### src/rtl/regfile_access_controller.sv
// rtl/regfile_access_controller.sv - queued single-outstanding register file access controller
// Requests are buffered in a small FIFO and executed one at a time against a 1-cycle-latency register file.
module regfile_access_controller #(
    parameter int P_RegCount  = 3,
    parameter int P_BitWidth  = 32,
    parameter int P_FifoDepth = 4,
    localparam int AW = (P_RegCount > 1) ? $clog2(P_RegCount) : 1
) (
    input  logic                  In_Clock_50MHz,
    input  logic                  In_Reset_n,
    input  logic                  In_ReqValid,
    output logic                  Out_ReqReady,
    input  logic                  In_ReqWrite,
    input  logic [AW-1:0]         In_ReqAddress,
    input  logic [P_BitWidth-1:0] In_ReqData,
    output logic [AW-1:0]         Out_RF_Address,
    output logic [P_BitWidth-1:0] Out_RF_WriteData,
    output logic                  Out_RF_Write,
    output logic                  Out_RF_Read,
    input  logic [P_BitWidth-1:0] In_RF_ReadData,
    output logic                  Out_RspValid,
    input  logic                  In_RspReady,
    output logic [P_BitWidth-1:0] Out_RspData,
    output logic                  Out_RspError
);

    localparam int PW = (P_FifoDepth > 1) ? $clog2(P_FifoDepth) : 1;
    localparam logic [PW:0] FULL_COUNT = (PW + 1)'(P_FifoDepth);
    localparam logic [AW:0] REG_LIMIT  = (AW + 1)'(P_RegCount);

    typedef enum logic [1:0] {IDLE, ISSUE, CAPTURE, RESP} state_t;

    state_t state, state_next;

    logic                  fifo_write [P_FifoDepth];
    logic [AW-1:0]         fifo_addr  [P_FifoDepth];
    logic [P_BitWidth-1:0] fifo_data  [P_FifoDepth];
    logic [PW-1:0]         wr_ptr, rd_ptr;
    logic [PW:0]           fifo_count, count_next;
    logic                  req_ready;
    logic                  push, pop;

    logic                  cmd_write;
    logic [AW-1:0]         cmd_addr;
    logic [P_BitWidth-1:0] cmd_data;
    logic                  cmd_error;
    logic [P_BitWidth-1:0] rsp_data;
    logic                  rsp_error;

    assign push      = In_ReqValid && req_ready;
    assign pop       = (state == IDLE) && (fifo_count != '0);
    assign cmd_error = ({1'b0, cmd_addr} >= REG_LIMIT);

    always_comb begin
        count_next = fifo_count;
        case ({push, pop})
            2'b10:   count_next = fifo_count + 1'b1;
            2'b01:   count_next = fifo_count - 1'b1;
            default: count_next = fifo_count;
        endcase
    end

    // Ready is registered so it is low throughout reset and only depends on the committed count.
    always_ff @(posedge In_Clock_50MHz or negedge In_Reset_n) begin
        if (!In_Reset_n) begin
            wr_ptr     <= '0;
            rd_ptr     <= '0;
            fifo_count <= '0;
            req_ready  <= 1'b0;
        end else begin
            if (push) wr_ptr <= wr_ptr + 1'b1;
            if (pop)  rd_ptr <= rd_ptr + 1'b1;
            fifo_count <= count_next;
            req_ready  <= (count_next != FULL_COUNT);
        end
    end

    always_ff @(posedge In_Clock_50MHz) begin
        if (push) begin
            fifo_write[wr_ptr] <= In_ReqWrite;
            fifo_addr[wr_ptr]  <= In_ReqAddress;
            fifo_data[wr_ptr]  <= In_ReqData;
        end
    end

    always_ff @(posedge In_Clock_50MHz or negedge In_Reset_n) begin
        if (!In_Reset_n) begin
            cmd_write <= 1'b0;
            cmd_addr  <= '0;
            cmd_data  <= '0;
            rsp_data  <= '0;
            rsp_error <= 1'b0;
        end else begin
            if (pop) begin
                cmd_write <= fifo_write[rd_ptr];
                cmd_addr  <= fifo_addr[rd_ptr];
                cmd_data  <= fifo_data[rd_ptr];
            end
            if (state == ISSUE) begin
                rsp_data  <= '0;
                rsp_error <= cmd_error;
            end
            if (state == CAPTURE) begin
                rsp_data  <= In_RF_ReadData;
                rsp_error <= 1'b0;
            end
        end
    end

    always_ff @(posedge In_Clock_50MHz or negedge In_Reset_n) begin
        if (!In_Reset_n) state <= IDLE;
        else             state <= state_next;
    end

    always_comb begin
        state_next   = state;
        Out_RF_Write = 1'b0;
        Out_RF_Read  = 1'b0;
        Out_RspValid = 1'b0;
        case (state)
            IDLE: begin
                if (fifo_count != '0) state_next = ISSUE;
            end
            ISSUE: begin
                if (cmd_error) begin
                    state_next = RESP;
                end else if (cmd_write) begin
                    Out_RF_Write = 1'b1;
                    state_next   = RESP;
                end else begin
                    Out_RF_Read = 1'b1;
                    state_next  = CAPTURE;
                end
            end
            CAPTURE: state_next = RESP;
            RESP: begin
                Out_RspValid = 1'b1;
                if (In_RspReady) state_next = IDLE;
            end
            default: state_next = IDLE;
        endcase
    end

    assign Out_ReqReady     = req_ready;
    assign Out_RF_Address   = cmd_addr;
    assign Out_RF_WriteData = cmd_data;
    assign Out_RspData      = rsp_data;
    assign Out_RspError     = rsp_error;

endmodule
### config.mk
export PLATFORM = sky130hd
export DESIGN_NAME = regfile_access_controller
export DESIGN_NICKNAME = d
export VERILOG_FILES = /design/src/rtl/regfile_access_controller.sv
export SDC_FILE = /design/constraint.sdc
export NUM_CORES = 1
export LEC_CHECK = 0
export BUFFER_PORTS_ARGS = -buffer_cell sky130_fd_sc_hd__buf_4
export CORE_MARGIN = 1
export CORE_UTILIZATION = 58
export DETAILED_ROUTE_END_ITERATION = 10
export PLACE_DENSITY = 0.83
export SLEW_MARGIN = 10
export SYNTH_ARGS = -nofsm -noshare
export SYNTH_HDL_FRONTEND = slang
export SYNTH_SLANG_ARGS = --single-unit
### constraint.sdc
create_clock -name In_Clock_50MHz -period 4 [get_ports In_Clock_50MHz]
set_input_delay 0.2 -clock In_Clock_50MHz [delete_from_list [all_inputs] [get_ports In_Clock_50MHz]]
set_output_delay 0.2 -clock In_Clock_50MHz [all_outputs]
set_load 0.05 [all_outputs]
After elaboration in Yosys (flattened, before gate mapping)

Memory sizes are Yosys's and may differ from the RTL's. A register that Yosys moved wholly into a read port is not among the register bits.
Index checks and enable logic that the tools add are counted.

RAM bits: 140
Memories kept: 3
Flip-flop bits (word level): 43
Output and inout port bits: 71
Bits in read-only memories: 0
Input port bits: 71
Bits in latches: 0

Memory list:

| name       | words | bits a word | read ports | clocked after memory_dff | wr ports | line | source |
|---|---|---|---|---|---|---|---|
| fifo_data  | 4     | 32          | 1          | 1                        | 1        | 37   | `logic [P_BitWidth-1:0] fifo_data [P_FifoDepth];` |
| fifo_addr  | 4     | 2           | 1          | 1                        | 1        | 36   | `logic [AW-1:0] fifo_addr [P_FifoDepth];` |
| fifo_write | 4     | 1           | 1          | 1                        | 1        | 35   | `logic fifo_write [P_FifoDepth];` |

Divide/modulo/power cells: 0
Shift operators: 0
Reductions and logical operators: 9
Equal/unequal tests: 8
$lt $le $gt $ge: 1
Add/subtract/negate cells: 4
Bitwise logic cells: 0
$mul: 0
Mux-type cells: 19

Operator list:

| kind                | count |
|---|---|
| $mux 32             | 2 |
| $mux 1              | 13 |
| $pmux 2 s4          | 1 |
| $eq 2x2->1 const B  | 3 |
| $pmux 3 s2          | 1 |
| $add 2x1->2 const B | 2 |
| $eq 2x1->1 const B  | 2 |
| $mux 2              | 2 |
| $add 3x1->3 const B | 1 |
| $logic_not 1->1     | 3 |
| $ne 3x3->1 const B  | 1 |
| $reduce_bool 3->1   | 1 |
| $sub 3x1->3 const B | 1 |
| $ge 2x2->1 const B  | 1 |
| $logic_and 1x1->1   | 2 |
| $logic_not 2->1     | 1 |
| $ne 2x1->1 const B  | 1 |
| $ne 2x2->1 const B  | 1 |
| $reduce_and 2->1    | 1 |
| $reduce_bool 2->1   | 1 |

Logic depth before layout (Yosys ltp)

Depth in word-level cells: 5
Gate-level depth with buffers: 11

Worst setup path after synthesis

Ideal clock, no wire load.

Path type: register to register
Start: register state[0]
End: register fifo_count[2]
Slack: 1.597 ns
Clock period less this slack: 2.403 ns
Arrival time: 2.276 ns
Cell stages (with the launch flop): 12
Library setup time: 0.127 ns
Cell sequence: dfrtp_1 > inv_1 > ha_1 > o31ai_4 > inv_6 > buf_6 > ha_1 > inv_1 > fa_1 > xor2_1 > o21a_1 > or2_2

Word-level cells in the longest chain between the ends: 4
Elaborated cells on any way between the ends: 5
Those cells by class: eq/ne (2); mux (1); reduce/logical (2)

RTL lines:

| item                                            | line | source |
|---|---|---|
| start, declared                                 | 33   | `state_t state, state_next;` |
| start signal, assigned                          | 112  | `else state <= state_next;` |
| $logic_not 2->1 *                               | 51   | `assign pop = (state == IDLE) && (fifo_count != '0);` |
| $logic_and 1x1->1 *                             | 51   |  |
| via pop                                         | 41   | `logic push, pop;` |
| $eq 2x1->1 / $eq 2x2->1 (equally long branches) | 56   | `case ({push, pop})` |
| $pmux 3 s2 *                                    | 56   |  |
| via count_next[2]                               | 39   | `logic [PW:0] fifo_count, count_next;` |
| end signal, assigned                            | 73   | `fifo_count <= count_next;` |
| end, declared                                   | 39   |  |

The timed path passes the listed nets; every way through them passes the cells marked *.
A chain may end at the register's enable or synchronous reset.

Worst setup path after layout

Start: register state[0]
End: register fifo_count[2]

Word-level cells in the longest chain between the ends: 4
Elaborated cells on any way between the ends: 5
Those cells by class: eq/ne (2); mux (1); reduce/logical (2)

RTL lines:

| item                                            | line |
|---|---|
| $logic_not 2->1 *                               | 51 |
| $logic_and 1x1->1 *                             | 51 |
| $eq 2x1->1 / $eq 2x2->1 (equally long branches) | 56 |
| $pmux 3 s2 *                                    | 56 |
| via count_next[2]                               | 39 |

Marks and branches as above.

==> load_flow_metrics.sql <==
INSERT INTO impl_metrics (metric_group, metric, value, unit) VALUES
('run_status', 'run_status', 'finished clean', ''),
('sta', 'final.period_utilization', '65.64', '%'),
('sta', 'finalWorstPathRequiredPeriod', '2.625', 'ns'),
('grt', 'antenna_found_initial', '0', ''),
('synthesis', 'synth_top_flop_cell', 'edfxtp_1', ''),
('drt', 'drt_iter0_drc', '303', ''),
('synthesis', 'synth_seq_area_share', '73.56', '%'),
('floorplan', 'horizontal_die_dimension', '122.1', 'µm'),
('min_path', 'instance_count_along_the_most_critical_hold_path', '3', ''),
('grt', 'vias_in_the_first_global_route', '5235', ''),
('sta', 'skew', '0.01735', 'ns'),
('sta', 'finalMaxSlewViolations', '0', ''),
('worst_setup_path', 'critical_path_cell_list', 'inv_1 -> ha_1 -> o31ai_4 -> inv_6 -> ha_1 -> inv_1 -> fa_1 -> xor2_1 -> o21a_1 -> or2_2', ''),
('cells_and_area', 'layout.cell_area.non_filler', '0.01079', 'mm²'),
('place', 'replace_congestion', '0.7710', ''),
('synthesis', 'syn_inst', '534', ''),
('clock_tree', 'buffer_levels_on_the_longest_clock_path', '3', ''),
('run', 'max_cap_violations', '0', ''),
('cells_and_area', 'n_antenna_cell', '0', ''),
('power_and_ir_drop', 'power-per-cell-area', '783.1', 'mW/mm²'),
('drt', 'routed_via_density', '5.427', ''),
('clock_tree', 'cts.reportedPaths.clkPinSlew', '0.06', 'ns'),
('synthesis', 'synth.cell_area', '0.008368', 'mm²'),
('synthesis', 'postSynthRegisterBits', '218', ''),
('sta', 'final_hold_violation_count', '0', ''),
('grt', 'grt_max_degree', '79', ''),
('clock_tree', 'cts.repair.resized', '0', ''),
('sta', 'max_freq', '0.3809', 'GHz'),
('cells_and_area', 'final_net_count', '818', ''),
('min_path', 'timing.hold.worst.start', 'In_RF_ReadData[24]', ''),
('clock_tree', 'cts.sink_count', '218', ''),
('clock_tree', 'cts_buffers', '21', ''),
('clock_tree', 'clock_tree_from_tritoncts', 'yes', ''),
('drt', 'drtPass1Iterations', '5', ''),
('worst_setup_path', 'reg2reg_setup_slack', '1.37', 'ns'),
('drt', 'vias', '5047', ''),
('grt', 'grt_use_total', '23.92', '%'),
('worst_setup_path', 'r2r_start', 'state[0]$_DFFE_PN0P_', ''),
('worst_setup_path', 'largest_stage_delay_worst_path', '0.42', 'ns'),
('floorplan', 'placement_rows', '43', ''),
('floorplan', 'dieArea', '0.01491', 'mm²'),
('power_and_ir_drop', 'design_power_total', '8.446', 'mW'),
('worst_setup_path', 'timing.critical_path.fanout_max', '37', ''),
('sta', 'hold-worst-slack', '0.0006846', 'ns'),
('power_and_ir_drop', 'p_leak', '4.443', 'nW'),
('synthesis', 'syn_nets', '616', ''),
('place', 'port-buffer-count', '141', ''),
('worst_setup_path', 'worstSetupStartpointType', 'flop', ''),
('sta', 'worst_slew_pin_slew', '1.068', 'ns'),
('grt', 'first_pass_grt_wire_length', '26.69', 'mm'),
('drt', 'drt.antenna.violating_nets', '0', ''),
('sta', 'finalSetupTns', '0', 'ns'),
('synthesis', 'post_synth.cell_area_avg', '15.67', 'µm²'),
('sta', 'setup_viol', '0', ''),
('worst_setup_path', 'critPathCaptureType', 'flop', ''),
('place', 'detailed_place_hpwl', '9.373', 'mm'),
('worst_setup_path', 'reg2regPathDepth', '10', ''),
('synthesis', 'yosysWarningCount', '0', ''),
('worst_setup_path', 'critical_path_class', 'flop to flop', ''),
('cells_and_area', 'layout-drive-gt1-share', '29.20', '%'),
('worst_setup_path', 'worst-endpoint-required', '4.35', 'ns'),
('cells_and_area', 'layout-area-overhead-vs-synth', '28.89', '%'),
('min_path', 'worst_hold_path_type', 'input port to flop', ''),
('drt', 'finalWirelength', '17.30', 'mm'),
('grt', 'overflow', '0', ''),
('min_path', 'worst_hold_path.endpoint', 'Out_RspData[24]$_DFFE_PN0P_', ''),
('synthesis', 'synth.distinct_cells', '30', ''),
('sta', 'timing.slew.headroom', '28.83', '%'),
('sta', 'rsz_0062_raised_after_global_routing', 'false', ''),
('drt', 'wl_per_cell', '18.60', 'µm'),
('clock_tree', 'cts-htree-levels', '1', '');
-- flip-flops by register name (all words and copies together), names as in the netlist --
signal	flops
Out_ReqReady	1
fifo_count	3
fifo_addr	8
fifo_write	4
cmd_write	1
fifo_data	128
state	2
Out_RspError	1
Out_RF_WriteData	32
wr_ptr	2
rd_ptr	2
Out_RspData	32
Out_RF_Address	2
-- layout make-up --
type	count	area, µm²
Clock buffer	33	620.6
Clock inverter	4	45.04
Fill cell	769	3203
Inverter	41	158.9
Multi-Input combinational cell	250	1896
Sequential cell	218	6158
Tap cell	180	225.2
Timing Repair Buffer	204	1682
-- critical path: cells and delay by family, from the launching register on --
family	cells	cell delay (ns)
buffers and inverters	3	0.47
flip-flops	1	0.42
adder cells (fa/ha/maj)	3	0.86
XOR/XNOR	1	0.17
AND/OR/NAND/NOR	1	0.30
AO/OA/AOI/OAI	2	0.29
-- layer usage --
metal | track usage, % | vias up | part of all wire (%)
li1 | - | 2309 | -
met1 | 30.95 | 2518 | 40
met2 | 43.26 | 209 | 52
met3 | 4.026 | 11 | 7.4
met4 | 3.963 | 0 | 0.89
met5 | 0 | - | 0
-- per-stage QoR --
step	setup slack, ns	std cells	utilization (%)
detailed placement	1.402	833	68.05
global placement	1.490	833	68.05
finish	1.375	930	77.10
global route	1.203	930	77.10
CTS	1.388	930	77.10
floorplan	1.597	534	-
-- synth_stat cells, types with 2 or more instances --
| cell type | number | area share, % |
|---|---|---|
| a21o_1 | 2 | 0.18 |
| and3_1 | 5 | 0.37 |
| buf_2 | 4 | 0.24 |
| buf_4 | 3 | 0.27 |
| buf_6 | 7 | 0.94 |
| clkbuf_1 | 11 | 0.49 |
| dfrtp_1 | 78 | 23 |
| edfxtp_1 | 140 | 50 |
| ha_1 | 10 | 1.5 |
| inv_1 | 40 | 1.8 |
| mux4_2 | 35 | 9.4 |
| nand2_1 | 110 | 4.9 |
| nand3_1 | 32 | 1.9 |
| nor2_1 | 3 | 0.13 |
| nor3_1 | 2 | 0.12 |
| o21ai_0 | 34 | 2.0 |
| o31ai_1 | 2 | 0.18 |
| xnor2_1 | 4 | 0.42 |
-- cell usage in the layout (no fill, tap or decap), types with 2 or more instances in the layout --
cell	netlist	layout
buf_4	3	144
a21o_1	2	2
mux4_2	35	35
o21ai_0	34	34
nand2_1	110	110
nor3_1	2	2
ha_1	10	10
inv_1	40	40
clkbuf_16	0	21
xnor2_1	4	4
clkbuf_1	11	7
o31ai_1	2	2
clkbuf_8	0	5
clkinv_2	0	3
edfxtp_1	140	140
dfrtp_1	78	76
nor2_1	3	3
dfrtp_2	0	2
dlygate4sd3_1	0	60
and3_2	0	4
nand3_1	32	32
-- report_power, final --
part	switching (mW)	total, mW	internal, mW
Combinational	2.03	3.14	1.11
Clock	0.760	1.89	1.13
Sequential	0.411	3.42	3.01
-- cells by family (layout without fill, tap and decap cells) --
group / Yosys count / in the layout / synth area share [%]
adders and majority gates: 11 / 11 / 1.734
muxes: 36 / 36 / 9.554
AOI/OAI and AO/OA: 43 / 43 / 3.050
xor gates and xnor gates: 5 / 5 / 0.5233
DFF: 218 / 218 / 73.56
and+or+nand+nor: 155 / 155 / 7.730
buffers and inverters: 66 / 282 / 3.843
-- timing repair --
item	4_1_cts	5_1_grt
hold buffers	60	0
setup endpoints to repair	0	0
hold endpoints to repair	242	0
setup buffers	0	0
-- how the worst max path moves through the flow --
stage | slack, ns | start | depth (start not counted) | to
finish | 1.37 | state[0]$_DFFE_PN0P_ | 10 | fifo_count[2]$_DFF_PN0_
global route | 1.20 | state[0]$_DFFE_PN0P_ | 10 | fifo_count[2]$_DFF_PN0_
CTS | 1.39 | state[0]$_DFFE_PN0P_ | 10 | fifo_count[2]$_DFF_PN0_
detailed placement | 1.40 | state[0]$_DFFE_PN0P_ | 10 | fifo_count[2]$_DFF_PN0_
global placement | 1.49 | state[0]$_DFFE_PN0P_ | 10 | fifo_count[2]$_DFF_PN0_
floorplan | 1.60 | state[0]$_DFFE_PN0P_ | 11 | fifo_count[2]$_DFF_PN0_
No activity file was read; power rests on OpenSTA's default activity.
